**config.mk**
```make
export PLATFORM = sky130hd
export DESIGN_NAME = raw10_depacker
export DESIGN_NICKNAME = d
export VERILOG_FILES = /design/src/rtl/csi_pkg.sv /design/src/rtl/raw10_unpack4.sv /design/src/rtl/raw10_depacker.sv
export SDC_FILE = /design/constraint.sdc
export NUM_CORES = 1
export LEC_CHECK = 0
export CORE_ASPECT_RATIO = 0.5
export CORE_UTILIZATION = 50
export DETAILED_ROUTE_END_ITERATION = 8
export PLACE_DENSITY = 0.8
export REMOVE_ABC_BUFFERS = 1
export SYNTH_ARGS = -nofsm -noshare
export SYNTH_HDL_FRONTEND = slang
export SYNTH_SLANG_ARGS = --single-unit
```
**constraint.sdc**
```tcl
create_clock -name rxbyteclkhs -period 2.92 [get_ports rxbyteclkhs]
set_input_delay 0.876 -clock rxbyteclkhs [delete_from_list [all_inputs] [get_ports rxbyteclkhs]]
set_output_delay 0.876 -clock rxbyteclkhs [all_outputs]
set_load 0.1 [all_outputs]
```
**src/rtl/csi_pkg.sv**
```systemverilog
// Shared CSI receive definitions: RAW10 constants, depacker FSM states and a
// saturating counter helper.
package csi_pkg;

    localparam logic [5:0] DT_RAW10        = 6'h2B;
    localparam int         BYTES_PER_GROUP = 5;
    localparam int         PIX_PER_GROUP   = 4;
    localparam int         PIX_W           = 10;

    typedef enum logic [1:0] {
        ST_IDLE  = 2'd0,
        ST_FRAME = 2'd1,
        ST_LINE  = 2'd2
    } depack_state_e;

    // Pixel count grows by one group at a time and sticks at all-ones.
    function automatic logic [15:0] sat_add_group(input logic [15:0] value);
        return (value > 16'hFFFB) ? 16'hFFFF : value + 16'd4;
    endfunction

endpackage

```
**src/rtl/raw10_unpack4.sv**
```systemverilog
// Combinational RAW10 unpacker: bytes b0..b4 (b0 in [7:0]) -> {p3,p2,p1,p0}.
// Each pixel takes its upper 8 bits from bk and its 2 LSBs from b4.
module raw10_unpack4
    import csi_pkg::*;
(
    input  logic [8*BYTES_PER_GROUP-1:0]     bytes_in,
    output logic [PIX_PER_GROUP*PIX_W-1:0]   pix_out
);

    // Slice the four MSB bytes and the shared LSB byte into pixels.
    always_comb begin
        pix_out = '0;
        for (int k = 0; k < PIX_PER_GROUP; k++) begin
            pix_out[k*PIX_W +: PIX_W] = {bytes_in[k*8 +: 8], bytes_in[32 + 2*k +: 2]};
        end
    end

endmodule

```
**src/rtl/raw10_depacker.sv**
```systemverilog
// RAW10 depacker: turns the 16-bit CSI payload stream into 4-pixel groups
// with line/frame markers, line numbering and per-line error flags.
module raw10_depacker
    import csi_pkg::*;
#(
    parameter int unsigned EXP_PIXELS = 32'd0
) (
    input  logic        rxbyteclkhs,
    input  logic        reset,
    input  logic [15:0] in_data,
    input  logic        in_valid,
    input  logic        frame_active,
    output logic [39:0] pix_data,
    output logic        pix_valid,
    output logic        line_start,
    output logic        line_end,
    output logic        frame_start,
    output logic        frame_end,
    output logic [15:0] line_idx,
    output logic        err_partial,
    output logic        err_len
);

    localparam bit          LEN_CHECK = (EXP_PIXELS != 32'd0);
    localparam logic [15:0] EXP_W     = 16'(EXP_PIXELS);

    depack_state_e state_r, state_next_s;

    logic [31:0] buf_r;          // up to 4 held bytes, oldest in [7:0]
    logic [2:0]  cnt_r;
    logic [15:0] pix_cnt_r;
    logic [15:0] line_cnt_r;
    logic        first_r;

    logic [47:0] ext_s;
    logic [2:0]  total_s;
    logic [2:0]  rem_s;
    logic        consume_s;
    logic        emit_s;
    logic        end_line_s;
    logic        fs_s;
    logic        fe_s;
    logic [15:0] pix_cnt_next_s;
    logic [39:0] group_s;

    // Next-state and per-cycle action decode.
    always_comb begin
        state_next_s = state_r;
        consume_s    = 1'b0;
        end_line_s   = 1'b0;
        fs_s         = 1'b0;
        fe_s         = 1'b0;
        case (state_r)
            ST_IDLE: begin
                if (frame_active) begin
                    state_next_s = ST_FRAME;
                    fs_s         = 1'b1;
                end else begin
                    state_next_s = ST_IDLE;
                end
            end
            ST_FRAME: begin
                if (!frame_active) begin
                    state_next_s = ST_IDLE;
                    fe_s         = 1'b1;
                end else if (in_valid) begin
                    state_next_s = ST_LINE;
                    consume_s    = 1'b1;
                end else begin
                    state_next_s = ST_FRAME;
                end
            end
            ST_LINE: begin
                consume_s = in_valid;
                // A frame_active drop closes the line now; FRAME then issues frame_end.
                if (!in_valid || !frame_active) begin
                    state_next_s = ST_FRAME;
                    end_line_s   = 1'b1;
                end else begin
                    state_next_s = ST_LINE;
                end
            end
            default: begin
                state_next_s = ST_IDLE;
            end
        endcase
    end

    // Append the incoming byte pair behind the held bytes.
    always_comb begin
        ext_s = '0;
        for (int i = 0; i < 6; i++) begin
            if (3'(i) < cnt_r) begin
                ext_s[8*i +: 8] = buf_r[8*(i % 4) +: 8];
            end else if (3'(i) == cnt_r) begin
                ext_s[8*i +: 8] = in_data[7:0];
            end else if (3'(i) == cnt_r + 3'd1) begin
                ext_s[8*i +: 8] = in_data[15:8];
            end else begin
                ext_s[8*i +: 8] = 8'h00;
            end
        end
    end

    // Group completion and the counts that result from this cycle.
    always_comb begin
        total_s = cnt_r + 3'd2;
        emit_s  = consume_s && (total_s >= 3'd5);
        if (!consume_s) begin
            rem_s = cnt_r;
        end else if (emit_s) begin
            rem_s = total_s - 3'd5;
        end else begin
            rem_s = total_s;
        end
        if (emit_s) begin
            pix_cnt_next_s = sat_add_group(pix_cnt_r);
        end else begin
            pix_cnt_next_s = pix_cnt_r;
        end
    end

    raw10_unpack4 u_unpack (
        .bytes_in (ext_s[39:0]),
        .pix_out  (group_s)
    );

    // State, buffer, counters and registered outputs.
    always_ff @(posedge rxbyteclkhs) begin
        if (reset) begin
            state_r     <= ST_IDLE;
            buf_r       <= 32'h0;
            cnt_r       <= 3'd0;
            pix_cnt_r   <= 16'd0;
            line_cnt_r  <= 16'd0;
            first_r     <= 1'b1;
            pix_data    <= 40'h0;
            pix_valid   <= 1'b0;
            line_start  <= 1'b0;
            line_end    <= 1'b0;
            frame_start <= 1'b0;
            frame_end   <= 1'b0;
            line_idx    <= 16'd0;
            err_partial <= 1'b0;
            err_len     <= 1'b0;
        end else begin
            state_r     <= state_next_s;
            pix_valid   <= emit_s;
            line_start  <= emit_s && first_r;
            line_end    <= end_line_s;
            frame_start <= fs_s;
            frame_end   <= fe_s;
            err_partial <= end_line_s && (rem_s != 3'd0);
            err_len     <= end_line_s && LEN_CHECK && (pix_cnt_next_s != EXP_W);
            if (emit_s) begin
                pix_data <= group_s;
                line_idx <= line_cnt_r;
            end
            if (end_line_s) begin
                cnt_r <= 3'd0;
            end else if (consume_s) begin
                cnt_r <= rem_s;
                buf_r <= emit_s ? {24'h0, ext_s[47:40]} : ext_s[31:0];
            end
            if (end_line_s) begin
                pix_cnt_r <= 16'd0;
                first_r   <= 1'b1;
            end else if (emit_s) begin
                pix_cnt_r <= pix_cnt_next_s;
                first_r   <= 1'b0;
            end
            if (fs_s) begin
                line_cnt_r <= 16'd0;
            end else if (end_line_s) begin
                line_cnt_r <= line_cnt_r + 16'd1;
            end
        end
    end

endmodule

```
* Word-level counts from Yosys, hierarchy flattened *
Cells that the tools add are included.

word-level totals
  register bits after elaboration = 116
  bits of input ports = 20
  output and inout port bits = 63
  logic and storage cells = 86

operators by class
  add/sub/neg operators = 4
  magnitude comparators = 7
  equal/unequal tests = 12
  muxes and demuxes = 34
  bitwise logic cells = 2
  reductions and logical operators = 14

operators by type and width
  cell                   count
  $mux 8                 18
  $mux 32                1
  $add 16x1->16 const B  1
  $eq 2x3->1 const A     4
  $eq 3x3->1 const A     4
  $mux 1                 8
  $eq 1x3->1 const A     2
  $logic_not 3->1        2
  $lt 1x3->1 const A     2
  $lt 2x3->1 const A     2
  $lt 3x3->1 const A     2
  $mux 2                 3
  $mux 3                 2
  $pmux 2 s3             1
  $reduce_or 2->1        3
  $add 3x1->3 const B    1
  $add 3x2->3 const B    1
  $ge 3x3->1 const B     1
  $logic_and 1x1->1      3
  $reduce_bool 3->1      1
  $sub 3x3->3 const B    1
  $eq 2x1->1 const B     1
  $eq 2x2->1 const B     1
  $logic_not 1->1        2
  other kinds (5)        6

* Longest topological paths before layout *
  depth in word-level cells = 8
  mapped depth = 12
  gate-level depth less buffers = 7

* Hierarchy *
A second synthesis with hierarchy kept.

unflattened totals
  cells, all modules = 818
  area total of the unflattened synthesis = 6160.9 µm²

by module, submodules not included
  module          instances  cells an instance  area an instance (µm²)  seq. area each (µm²)
  raw10_depacker  1          778                5860.6                  2322.2
  raw10_unpack4   1          40                 300.3                   0.0

* Least setup slack after synthesis *
Ideal clock, no wire load.

  path type = register to register
  start = register cnt_r[2]
  end = register pix_data[1]
  library setup time = 0.088 ns
  data arrival time = 2.697 ns
  required time = 2.832 ns
  path slack = 0.135 ns
  stages on the path, launching flop included = 12
  path buffers = 5
  clock period less this slack = 2.785 ns
  cell sequence = dfxtp_1 buf_4 clkbuf_1 buf_1 inv_1 ha_1 a21oi_1 nor3_1 buf_2 buf_2 nor2_1 a311oi_2

on the way
  cells in the longest elaborated chain, start to end = 5
  elaborated cells between the ends (all ways) = 10
  those cells by class = add/sub (2); order compare (2); eq/ne (2); mux (3); reduce/logical (1)

RTL lines
  item                      RTL line               source
  start: declaration        raw10_depacker.sv:30   logic [2:0] cnt_r;
  start signal: assignment  raw10_depacker.sv:162  cnt_r <= rem_s;
  $add 3x1->3               raw10_depacker.sv:97   end else if (3'(i) == cnt_r + 3'd1) begin
  $eq 3x3->1                raw10_depacker.sv:97
  $mux 8                    raw10_depacker.sv:97
  $mux 8                    raw10_depacker.sv:95   end else if (3'(i) == cnt_r) begin
  $mux 8                    raw10_depacker.sv:93   if (3'(i) < cnt_r) begin
  end signal: assignment    raw10_depacker.sv:156  pix_data <= group_s;
  end: declaration          raw10_depacker.sv:13   output logic [39:0] pix_data,

Parallel ways exist; a longest one is shown, timed or not.
A chain may end at the register's enable or synchronous reset.

* Final worst setup path *
  start = register cnt_r[1]
  end = register buf_r[3]

on the way
  cells in the longest elaborated chain, start to end = 6
  elaborated cells between the ends (all ways) = 17
  those cells by class = add/sub (2); order compare (3); eq/ne (2); mux (7); reduce/logical (3)

RTL lines
  item                                                  RTL line               source
  $add 3x1->3                                           raw10_depacker.sv:97
  $eq 3x3->1 / $logic_not 3->1 (equally long branches)  raw10_depacker.sv:97
  $mux 8                                                raw10_depacker.sv:97
  $mux 8                                                raw10_depacker.sv:95
  $mux 8                                                raw10_depacker.sv:93
  $mux 32 *                                             raw10_depacker.sv:163  buf_r <= emit_s ? {24'h0, ext_s[47:40]} : ext_s[31:0];
  end signal: assignment                                raw10_depacker.sv:163
  end: declaration                                      raw10_depacker.sv:29   logic [31:0] buf_r;

Mark *: on every way between the ends. The rest lies on a longest branch, timed or not.

==> out/results.tsv <==
metric	value	unit
core box area	11320	um^2
CTS clk-pin slew, worst paths	0.06	ns
Via density	6.058	
Skew-Pair Late Insertion Delay	0.41	ns
register area share after synthesis	38.78	%
Nets	864	
CP max stage delay	0.50	ns
Yosys warnings	0	
Post-Syn Area	5988	um^2
DR WL/cell	16.76	um
Avg Inst Size Synth	7.828	um^2
dpl hpwl	11150	um
root buffer cell	clkbuf_16	
RD Place Congestion	0.8653	
setup TNS	0	ns
Post-DRT Antenna Nets	0	
I/O Buffers	81	
final slew viol count	0	
RSZ-0062 raised after global routing	no	
first-pass GRT wire length	27240	um
CTS tree	yes	
Crit-path slowest cell	a211oi_1	
Area Overhead vs Synth	24.78	%
launch point of the worst path	cnt_r[1]$_SDFFE_PP0N_	
total power	4019	uW
# H-tree levels	4	
Hold Crit Start	buf_r[25]$_SDFFE_PP0P_	
Fin. Hold Viols	0	
Crit path max-delay family	compound AO/OA/AOI/OAI gates	
leak pwr	0.002720	uW
die width	156.8	um
post-CTS setup buffers	0	
P per Cell Area	537.9	nW/um^2
outcome	complete, no violations	
final period utilization	84.98	%
slew margin rel.	43.73	%
Peak VDD IR	0.3251	mV
vias in the first global route	5458	
post-synthesis sequential element count	116	
Reg-to-Reg Start	cnt_r[1]$_SDFFE_PP0N_	
FF/Latch Area	2322	um^2
Req. time, crit path	3.24	ns
endpoints failing setup	0	
Critical Path AT	2.80	ns
ys flop type	dfxtp_1	
CP Class	reg -> reg	
CTS Buf Count	17	
ratio of cells with drive above 1 in the final layout	17.84	%
Tightest Pin Transition	0.8380	ns
Longest Clk Path Bufs	2	
first-pass iteration count of the detailed router	6	
Initial Util	52.91	%
diode count	0	
antenna violations before repair	0	
crit path time final	2.481	ns
# DRC	0	
asr flop ratio synth	0	%
Post-CTS Resized	0	
Max Cap Viol	0	
WL final	16760	um
number of synthesized flops with an enable pin	0	
library cells used by synthesis	49	
gr usage total	27.71	%
DRT iter0 DRCs	807	
Vias	6058	
Startpoint Class	flop	
top sig layer	met4	
global route overflow	0	
type of the worst min-delay path	reg -> reg	
die area	12440	um^2
wire length on met2	7339	um
Worst Clk Skew	0.006538	ns
Worst Path Max Fanout	16	
# IOs	83	
clock sinks	116	
chip height	79.39	um
Fillers	945	
largest net degree at the start of global routing	36	
Gate Count Post-Synth	765	
fmax	0.4030	GHz
worst path bufs/invs	1	
Hold-fix buffers, CTS	0	
Multi-input gate area	3366	um^2
CP Capture Type	flop	
Met3 Wirelength	1631	um
critical path, cell by cell	inv_1 > ha_1 > nand2b_1 > a211oi_1 > o21ai_0 > a311oi_1	
Rows	27	
WL met1	7456	um
-- sequential cells by signal, indices dropped and copies added (netlist names), 2 cells and up --
name / cells
buf_r: 32
cnt_r: 3
line_cnt_r: 16
line_idx: 16
pix_data: 40
state_r: 2
-- cell families after synthesis --
logic type | after synthesis | share of synthesized area, %
other | 1 | 0.06262
adder cells (fa/ha/maj) | 16 | 3.343
AO/OA/AOI/OAI | 218 | 24.05
buffers and inverters | 78 | 5.265
XOR/XNOR | 11 | 1.609
flip-flops | 116 | 38.78
AND/OR/NAND/NOR | 325 | 26.89
-- where the power goes --
part / internal, uW / switching [uW] / leakage (uW)
registers: 1590 / 3.85 / 0.000935
clock network: 1440 / 809 / 0.000300
logic: 62.3 / 120 / 0.00148
-- area by class of cell --
class	count	area share, %
clock inverter	15	2.746
clock buffer	17	5.693
sequential	116	31.08
multi-input combinational	571	45.04
inverter	11	0.5526
timing repair buffer	111	12.22
tap	159	2.662
-- layout by cell type (no fill, tap or decap), drive strengths merged, types with 4 or more instances in the layout --
cell           Yosys  final
a31o               8      8
a31oi             16     16
a41o               8      8
a22o               9      9
nand3b            24     24
xnor2              7      7
nor3              34     34
clkbuf            49     17
nor2              58     58
buf               18     93
a311oi            17     17
o31ai             12     12
a211oi             8      8
or3                8      8
o22ai              9      9
nand4             14     14
inv               11     14
ha                16     16
nand2            110    110
a21oi             77     77
clkdlybuf4s50      0     18
dfxtp            116    116
bufinv             0      4
clkinv             0      5
and4               8      8
xor2               4      4
o21ai             45     45
nand3             27     27
nand2b            23     23
-- final timing paths --
kind                                 end  slack, ns  depth (start not counted)
setup / recovery   buf_r[3]$_SDFFE_PP0P_       0.44                          6
hold reg to reg   buf_r[25]$_SDFFE_PP0P_       0.45                          2
setup reg to reg   buf_r[3]$_SDFFE_PP0P_       0.44                          6
hold / removal    buf_r[25]$_SDFFE_PP0P_       0.45                          2
-- Yosys cell counts (9+ instances only) --
master,number,area share [%]
a31oi_1,16,1.7
o31ai_1,12,1.5
nor2_1,58,3.6
ha_1,16,3.3
nand2b_1,23,2.4
nand2_1,110,6.9
buf_2,12,1.0
nand3b_1,24,3.0
inv_1,11,0.69
nor3_1,34,2.8
o21ai_0,44,3.7
nand3_1,27,2.3
a21oi_1,77,6.4
a311oi_1,9,1.3
dfxtp_1,116,39
clkbuf_1,49,3.1
nand4_1,13,1.4
o22ai_1,9,0.94
a22o_1,9,1.3
-- through the flow --
| step | worst slack [ns] | cells | area [um^2] | hold WS (ns) | util [%] |
|---|---|---|---|---|---|
| finish | 0.4386 | 1000 | 7472 | 0.4502 | 66.03 |
| global route | 0.2338 | 1000 | 7472 | 0.4654 | 66.03 |
| CTS | 0.4925 | 1000 | 7472 | 0.4510 | 66.03 |
| detailed placement | 0.1303 | 968 | 6842 | 0.4408 | 60.45 |
| global placement | 0.2098 | 968 | 6842 | 0.4365 | 60.45 |
| floorplan | -3.898 | 698 | 5714 | 0.4178 | - |
-- worst register-to-register path: stages, from the launching register on --
cell and delay [ns]:
dfxtp_1 0.33, inv_1 0.20, ha_1 0.46, nand2b_1 0.46, a211oi_1 0.50, o21ai_0 0.18
a311oi_1 0.27
-- routing by layer --
metal,GRT usage (%),vias up
li1,-,2881
met1,36.14,2807
met2,43.69,323
met3,7.980,47
met4,9.804,0
met5,0,-
No activity file was read; power rests on OpenSTA's default activity.
